File: config.mk
export PLATFORM = sky130hd
export DESIGN_NAME = ahb_bus_arbiter_flat
export DESIGN_NICKNAME = d
export VERILOG_FILES = /design/src/rtl/ahb_pkg.sv /design/src/rtl/ahb_bus_arbiter_if.sv /design/src/rtl/rr_priority_pick.sv /design/src/rtl/ahb_bus_arbiter.sv /design/src/flat_wrapper.sv
export SDC_FILE = /design/constraint.sdc
export NUM_CORES = 1
export LEC_CHECK = 0
export CORE_MARGIN = 8
export CORE_UTILIZATION = 55
export CTS_BUF_LIST = sky130_fd_sc_hd__clkbuf_8
export CTS_CLUSTER_DIAMETER = 30
export DETAILED_ROUTE_END_ITERATION = 8
export MAX_ROUTING_LAYER = met4
export PLACE_DENSITY = 0.8
export SLEW_MARGIN = 5
export SYNTH_ARGS = -nofsm -noshare
export SYNTH_HDL_FRONTEND = slang
export SYNTH_SLANG_ARGS = --single-unit
File: constraint.sdc
create_clock -name HCLK -period 3.9 [get_ports HCLK]
set_clock_uncertainty 0.2 [all_clocks]
set_input_delay 0.78 -clock HCLK [delete_from_list [all_inputs] [get_ports HCLK]]
set_output_delay 0.78 -clock HCLK [all_outputs]
set_load 0.05 [all_outputs]
File: src/rtl/ahb_pkg.sv
// ahb_pkg: shared AHB encodings and width helper
package ahb_pkg;
  typedef enum logic [1:0] {IDLE = 2'b00, BUSY = 2'b01, NONSEQ = 2'b10, SEQ = 2'b11} htrans_t;
  typedef enum logic [1:0] {OKAY = 2'b00, ERROR = 2'b01, RETRY = 2'b10, SPLIT = 2'b11} hresp_t;
  function automatic int clog2w(input int n);
    return n < 2 ? 1 : $clog2(n);
  endfunction
endpackage

File: src/rtl/ahb_bus_arbiter_if.sv
// ahb_bus_arbiter_if: request/grant bundle between AHB masters and the arbiter
interface ahb_bus_arbiter_if
  import ahb_pkg::*;
#(
  parameter int NUM_MASTERS = 3,
  parameter int MW = clog2w(NUM_MASTERS)
);
  logic [NUM_MASTERS-1:0] HBUSREQ;
  logic [NUM_MASTERS-1:0] HLOCK;
  logic [1:0] HTRANS;
  logic HREADY;
  logic [NUM_MASTERS-1:0] HGRANT;
  logic [MW-1:0] HMASTER;
  logic HMASTLOCK;
  modport slave (input HBUSREQ, HLOCK, HTRANS, HREADY, output HGRANT, HMASTER, HMASTLOCK);
  modport master (output HBUSREQ, HLOCK, HTRANS, HREADY, input HGRANT, HMASTER, HMASTLOCK);
endinterface

File: src/rtl/rr_priority_pick.sv
// rr_priority_pick: first set request after ptr (wrapping, ptr itself last), one-hot result
module rr_priority_pick
  import ahb_pkg::*;
#(
  parameter int N = 3,
  parameter int MW = clog2w(N)
) (
  input  logic [N-1:0]  req,
  input  logic [MW-1:0] ptr,
  output logic [N-1:0]  gnt,
  output logic          valid
);
  always_comb begin
    gnt = '0;
    valid = 1'b0;
    for (int i = 1; i <= N; i++) begin
      if (!valid && req[(int'(ptr) + i) % N]) begin
        gnt[(int'(ptr) + i) % N] = 1'b1;
        valid = 1'b1;
      end
    end
  end
endmodule

File: src/rtl/ahb_bus_arbiter.sv
// ahb_bus_arbiter: round-robin AHB arbiter with burst hold limit and locked-transfer support
module ahb_bus_arbiter
  import ahb_pkg::*;
#(
  parameter int NUM_MASTERS = 3,
  parameter int DEFAULT_MASTER = 0,
  parameter int MAX_HOLD = 16,
  parameter int MW = clog2w(NUM_MASTERS)
) (
  input logic HCLK,
  input logic HRESETn,
  ahb_bus_arbiter_if.slave bus
);
  localparam int HW = clog2w(MAX_HOLD + 1);
  localparam logic [NUM_MASTERS-1:0] DEF_GNT = NUM_MASTERS'(1) << DEFAULT_MASTER;
  localparam logic [MW-1:0] DEF_IDX = MW'(DEFAULT_MASTER);
  localparam logic [HW-1:0] HOLD_MAX = HW'(MAX_HOLD);
  logic [MW-1:0] owner, pick_idx, next_idx, rr_ptr;
  logic [NUM_MASTERS-1:0] pick_gnt, next_gnt;
  logic [HW-1:0] hold_cnt;
  logic pick_vld, lock_tail, keep, burst, changed;
  rr_priority_pick #(.N(NUM_MASTERS), .MW(MW)) u_pick (
    .req(bus.HBUSREQ),
    .ptr(rr_ptr),
    .gnt(pick_gnt),
    .valid(pick_vld)
  );
  always_comb begin
    owner = '0;
    pick_idx = '0;
    for (int i = 0; i < NUM_MASTERS; i++) begin
      owner = bus.HGRANT[i] ? MW'(i) : owner;
      pick_idx = pick_gnt[i] ? MW'(i) : pick_idx;
    end
  end
  // keep the owner for a post-lock tail, a live lock, or an unexpired burst
  assign burst = bus.HTRANS == SEQ || bus.HTRANS == BUSY;
  assign keep = lock_tail || (bus.HLOCK[owner] && bus.HBUSREQ[owner]) ||
                (bus.HBUSREQ[owner] && burst && hold_cnt < HOLD_MAX);
  assign next_gnt = keep ? bus.HGRANT : pick_vld ? pick_gnt : DEF_GNT;
  assign next_idx = keep ? owner : pick_vld ? pick_idx : DEF_IDX;
  assign changed = next_gnt != bus.HGRANT;
  always_ff @(posedge HCLK or negedge HRESETn) begin
    if (!HRESETn) begin
      bus.HGRANT <= DEF_GNT;
      bus.HMASTER <= DEF_IDX;
      bus.HMASTLOCK <= 1'b0;
      hold_cnt <= '0;
      lock_tail <= 1'b0;
      rr_ptr <= DEF_IDX;
    end else if (bus.HREADY) begin
      bus.HGRANT <= next_gnt;
      bus.HMASTER <= owner;
      bus.HMASTLOCK <= bus.HLOCK[owner];
      rr_ptr <= changed ? next_idx : rr_ptr;
      hold_cnt <= changed ? '0 : hold_cnt == HOLD_MAX ? hold_cnt : hold_cnt + 1'b1;
      lock_tail <= !lock_tail && bus.HMASTLOCK && !bus.HLOCK[owner];
    end
  end
endmodule

File: src/flat_wrapper.sv
// flat-port wrapper written by rule: the top's interface ports become plain ports
module ahb_bus_arbiter_flat import ahb_pkg::*;
#(
  parameter int NUM_MASTERS = 3,
  parameter int DEFAULT_MASTER = 0,
  parameter int MAX_HOLD = 16,
  parameter int MW = clog2w(NUM_MASTERS)
)
  (HCLK, HRESETn, bus_HBUSREQ, bus_HLOCK, bus_HTRANS, bus_HREADY, bus_HGRANT, bus_HMASTER, bus_HMASTLOCK);
  ahb_bus_arbiter_if #(.NUM_MASTERS(NUM_MASTERS), .MW(MW)) bus_i ();
  input logic HCLK;
  input logic HRESETn;
  input wire logic [$bits(bus_i.HBUSREQ)-1:0] bus_HBUSREQ;
  input wire logic [$bits(bus_i.HLOCK)-1:0] bus_HLOCK;
  input wire logic [$bits(bus_i.HTRANS)-1:0] bus_HTRANS;
  input wire logic [$bits(bus_i.HREADY)-1:0] bus_HREADY;
  output wire logic [$bits(bus_i.HGRANT)-1:0] bus_HGRANT;
  output wire logic [$bits(bus_i.HMASTER)-1:0] bus_HMASTER;
  output wire logic [$bits(bus_i.HMASTLOCK)-1:0] bus_HMASTLOCK;
  assign bus_i.HBUSREQ = bus_HBUSREQ;
  assign bus_i.HLOCK = bus_HLOCK;
  assign bus_i.HTRANS = bus_HTRANS;
  assign bus_i.HREADY = bus_HREADY;
  assign bus_HGRANT = bus_i.HGRANT;
  assign bus_HMASTER = bus_i.HMASTER;
  assign bus_HMASTLOCK = bus_i.HMASTLOCK;
  ahb_bus_arbiter #(.NUM_MASTERS(NUM_MASTERS), .DEFAULT_MASTER(DEFAULT_MASTER), .MAX_HOLD(MAX_HOLD), .MW(MW)) u_core (.HCLK(HCLK), .HRESETn(HRESETn), .bus(bus_i));
endmodule
# Word-level counts from Yosys, hierarchy flattened
# Cells that the tools add are included.
# word_totals
wordCells	82
out_inout_bits	6
ff_bits	14
input_bits	11
# classes
n_addsub	4
muxes	35
n_reduce_logical	19
order_cmp	8
n_eq_ne	5
n_div	3
bitwise_logic	2
# op_table
operator	count
$ge 32x1->1 const B	3
$lt 32x4->1 const B	3
$mod 32x3->32 const B	3
$mux 1	16
$mux 3	5
$bmux 1 s2	5
$logic_and 1x1->1	10
$mux 5	2
$mux 2	4
$add 2x2->3 const B	2
$demux 1 s2	3
$or 3x3->3	2
$add 5x1->5 const B	1
$eq 5x5->1 const B	1
$lt 5x5->1 const B	1
$logic_not 1->1	4
$reduce_and 2->1	2
$add 2x1->3 const B	1
$logic_or 1x1->1	3
$lt 2x3->1 const B	1
$ne 3x3->1	1
$eq 2x1->1 const B	1
$eq 2x2->1 const B	1
$ne 2x1->1 const B	1

# Logic depth before layout (Yosys ltp)
# depth
depth_word	17
ltp_mapped	11
ltp_nobuf	10

# Cells and area by module
# A second synthesis with hierarchy kept.
# unflattened
hier_cells	126
area_unflattened_um2	1134.8
# modules_own_cells
module	cells_per_inst	seq_area_each_um2	area_each_um2	instances
ahb_bus_arbiter	78	351.6	825.8	1
rr_priority_pick	48	0.0	309.0	1

# Worst setup path before layout
# No wires, ideal clock.
# synth_path
path_type	input to register
startpoint	input bus_HBUSREQ[1]
endpoint	register u_core.hold_cnt[0]
required_ns	3.575
cell_stages	8
n_path_buf	0
arrival_ns	2.492
path_slack_ns	1.083
setup_ns	0.125
path_cell_list	mux2_1 mux2_2 o2111ai_2 a2111o_2 o211ai_4 o22ai_4 o21ai_1 mux2_4
# synth_between
elab_chain_cells	15
elab_cells_between_ends	34
classes_between	eq/ne: 2; mux: 20; bitwise: 2; reduce/logical: 10
# synth_rtl
item	line	rtl
start: declaration	flat_wrapper.sv:13	input wire logic [$bits(bus_i.HBUSREQ)-1:0] bus_HBUSREQ;
$bmux 1 s2	rr_priority_pick.sv:17	if (!valid && req[(int'(ptr) + i) % N]) begin
$mux 1 (implied by the code) (2 in a row)	rr_priority_pick.sv:17	
$mux 1	rr_priority_pick.sv:17	
$logic_not 1->1	rr_priority_pick.sv:17	
$logic_and 1x1->1	rr_priority_pick.sv:17	
$mux 1	rr_priority_pick.sv:17	
$logic_not 1->1	rr_priority_pick.sv:17	
$logic_and 1x1->1	rr_priority_pick.sv:17	
$mux 3 / $mux 1 (equally long branches)	rr_priority_pick.sv:17	
$mux 3	ahb_bus_arbiter.sv:40	assign next_gnt = keep ? bus.HGRANT : pick_vld ? pick_gnt : DEF_GNT;
$mux 3 *	ahb_bus_arbiter.sv:40	
$ne 3x3->1 *	ahb_bus_arbiter.sv:42	assign changed = next_gnt != bus.HGRANT;
$ne 2x1->1 (no source line)	-	
$reduce_and 2->1 (no source line)	-	
end signal: assignment	ahb_bus_arbiter.sv:56	hold_cnt <= changed ? '0 : hold_cnt == HOLD_MAX ? hold_cnt : hold_cnt + 1'b1;
end: declaration	ahb_bus_arbiter.sv:20	logic [HW-1:0] hold_cnt;
# Every way passes the cells marked *; elsewhere a longest branch is shown, timed or not. The select of a mux whose other input is x is not followed.
# A chain may end at the register's enable or synchronous reset.

# Final worst setup path
# layout_path
startpoint	input bus_HBUSREQ[2]
endpoint	register u_core.hold_cnt[2]
# The elaborated chain is that of the path after synthesis.

==> out/metrics.yaml <==
timing:
  fmax_mhz: 296
  worstMarginPinSlew_ns: 0.643
  tns_ns: 0
  finalCritPeriodShare_pct: 86.6
  finalHoldViolCount: 0
  period_needed_ns: 3.38
  setup_viol: 0
  slew_violations: 0
  rsz0062_at_grt: "false"
  max-slew-margin-rel_pct: 57.0
layout:
  fillers: 183
  drive_gt1_share_pct: 18.3
  antenna_cells: 0
  mostFrequentLayoutCells: "nand2_1 (15), clkdlybuf4s50_1 (15), inv_1 (13), dfrtp_1 (13), o21ai_0 (9)"
  syn_to_final_growth_pct: 15.4
  nets: 171
yosys:
  yosysUniqueCellTypes: 49
  seq_area_frac_synth_pct: 28.0
  syn_avg_cell_area_um2: 9.02
  syn_inst: 139
  syn_nets: 156
  synthFlopType: "dfrtp_1"
  ys.warnings.count: 0
  yosys_register_bits: 14
  synth-edff-count: 0
  synthesis.area_mm2: 0.00125
  async_flop_share_pct: 100
global_route:
  globalRouteOverflowTotal: 0
  grtUsageTotal_pct: 15.9
  grt_max_degree: 15
  grt_pass1_vias: 1179
  grt_pass1_wl_mm: 5.35
  antenna_found_initial: 0
hold_path:
  whs_path_depth: 1
  hold_path_class: "flop to flop"
worst_setup_path:
  critPathKind: "primary input to flop"
  path_max_fanout: 8
  worstPathRequired_ns: 3.88
  cp-start-kind: "primary input"
  cp.arrival_ns: 3.36
  reg2regPathDepth: 10
  crit_path_end_kind: "flop"
drt:
  drtPass1Iterations: 4
  vias: 1083
  drc: 0
  wl_per_cell_um: 16.5
  drtIter0Drc: 53
  drtAntennaViolNets: 0
  routed_via_density: 5.98
  wirelength_mm: 2.98
clock_network:
  insertion_delay_ns: 0.24
  cts_root_buf: "clkbuf_8"
  cts_tree: "built"
  cts_buffers: 3
  cts_num_sinks: 14
  cts.clk_slew.worst_paths_ns: 0.05
  max-clock-path-buffers: 2
  cts-resized-gates: 0
  postCtsHoldBufs: 0
  htreeDepth: 1
  post_cts_buffers: 0
run:
  maxCapViolCount: 0
pwr:
  p_total_uw: 1270
  p_leak_uw: 0.000611
  powerDensity_mw_per_mm2: 878
  ir_drop_mv: 0.574
place:
  port_buffers: 15
  post-dp-hpwl_mm: 2.24
  place.gp.congestion: 0.832
floorplanning:
  die-area_mm2: 0.00406
  core-area_mm2: 0.00219
  fp.dieW_um: 63.7
  rows: 17
  die_h_um: 63.7
  ios: 17
  start_util_pct: 57.2
run_status:
  status: "finished clean"
-- cells in the mapped netlist, drive strengths merged, types with 2 or more instances --
cell	number	share of area [%]
nand2	15	4.5
dfrtp	13	26
inv	12	3.6
o21ai	10	4.0
a21oi	9	3.9
mux2	8	7.5
nor2	8	2.4
ha	6	6.0
nand3	5	2.0
a21o	4	2.6
mux2i	4	3.2
nand2b	4	2.0
nor2b	4	2.2
a22o	3	2.2
buf	3	1.6
o22ai	3	2.6
a211o	2	1.4
a41oi	2	1.4
and3	2	1.2
clkbuf	2	1.4
nor3	2	0.80
o211ai	2	2.7
-- layout make-up --
cell class	instances	area, um^2	area share [%]
Multi-Input combinational cell	108	820	56.7
Sequential cell	14	352	24.3
Timing Repair Buffer	15	150	10.4
Inverter	12	45.0	3.11
Clock buffer	3	41.3	2.85
Tap cell	28	35.0	2.42
Clock inverter	1	3.75	0.260
-- final timing paths --
kind / from / endpoint / slack (ns)
worst max-delay path: bus_HBUSREQ[2] / u_core.hold_cnt[2] / 0.52
worst min-delay path: u_core.bus.HMASTER[0] / u_core.bus.HMASTER[0] / 0.30
worst max register to register: u_core.rr_ptr[1] / u_core.hold_cnt[2] / 0.78
worst min register to register: u_core.bus.HMASTER[0] / u_core.bus.HMASTER[0] / 0.30
max in group asynchronous: HRESETn / u_core.bus.HGRANT[2] / 2.35
min in group asynchronous: HRESETn / u_core.rr_ptr[0] / 0.73
-- power by group --
| group | switching, uW | leakage [uW] | internal, uW |
|---|---|---|---|
| clock | 48.4 | 0.0000269 | 69.5 |
| sequential | 71.3 | 0.000179 | 208 |
| combinational | 512 | 0.000404 | 362 |
-- cell families after synthesis --
family	count (synthesis)	share of synthesized area, %
XOR/XNOR	1	0.699
buffers and inverters	17	6.59
flip-flops	14	28.0
AND/OR/NAND/NOR	46	19.3
adder cells (fa/ha/maj)	6	5.99
AO/OA/AOI/OAI	43	28.7
multiplexers	12	10.7
-- through the flow --
step	area [um^2]	util [%]	setup slack, ns	instances	hold WS (ns)
CTS	1450	66.0	0.529	181	0.308
detailed placement	1400	64.0	0.288	177	0.295
floorplan	1250	-	1.08	139	0.284
finish	1450	66.0	0.523	181	0.304
global route	1450	66.0	0.327	181	0.335
global placement	1400	64.0	0.374	177	0.291
-- metal layers --
| metal | track usage (%) | vias to the layer above | wire length (um) |
|---|---|---|---|
| li1 | - | 533 | - |
| met5 | - | - | 0 |
| met1 | 17.8 | 516 | 1280 |
| met2 | 27.6 | 29 | 1540 |
| met3 | 2.61 | 5 | 127 |
| met4 | 6.13 | 0 | 31 |
-- flip-flops by register name, indices dropped and copies added, names as in the netlist --
register and count:
u_core.lock_tail 1, u_core.bus.HMASTLOCK 1, u_core.rr_ptr 2, u_core.hold_cnt 5, u_core.bus.HMASTER 2, u_core.bus.HGRANT 3
-- worst max-delay path, stage by stage --
cell             delay (ns)
clkdlybuf4s50_1        0.54
mux2i_1                0.34
mux2i_1                0.21
a21oi_2                0.20
o21ai_0                0.17
a2111oi_4              0.53
o22ai_4                0.18
o21ai_0                0.23
a22o_1                 0.17
(Power assumes the default switching activity.)
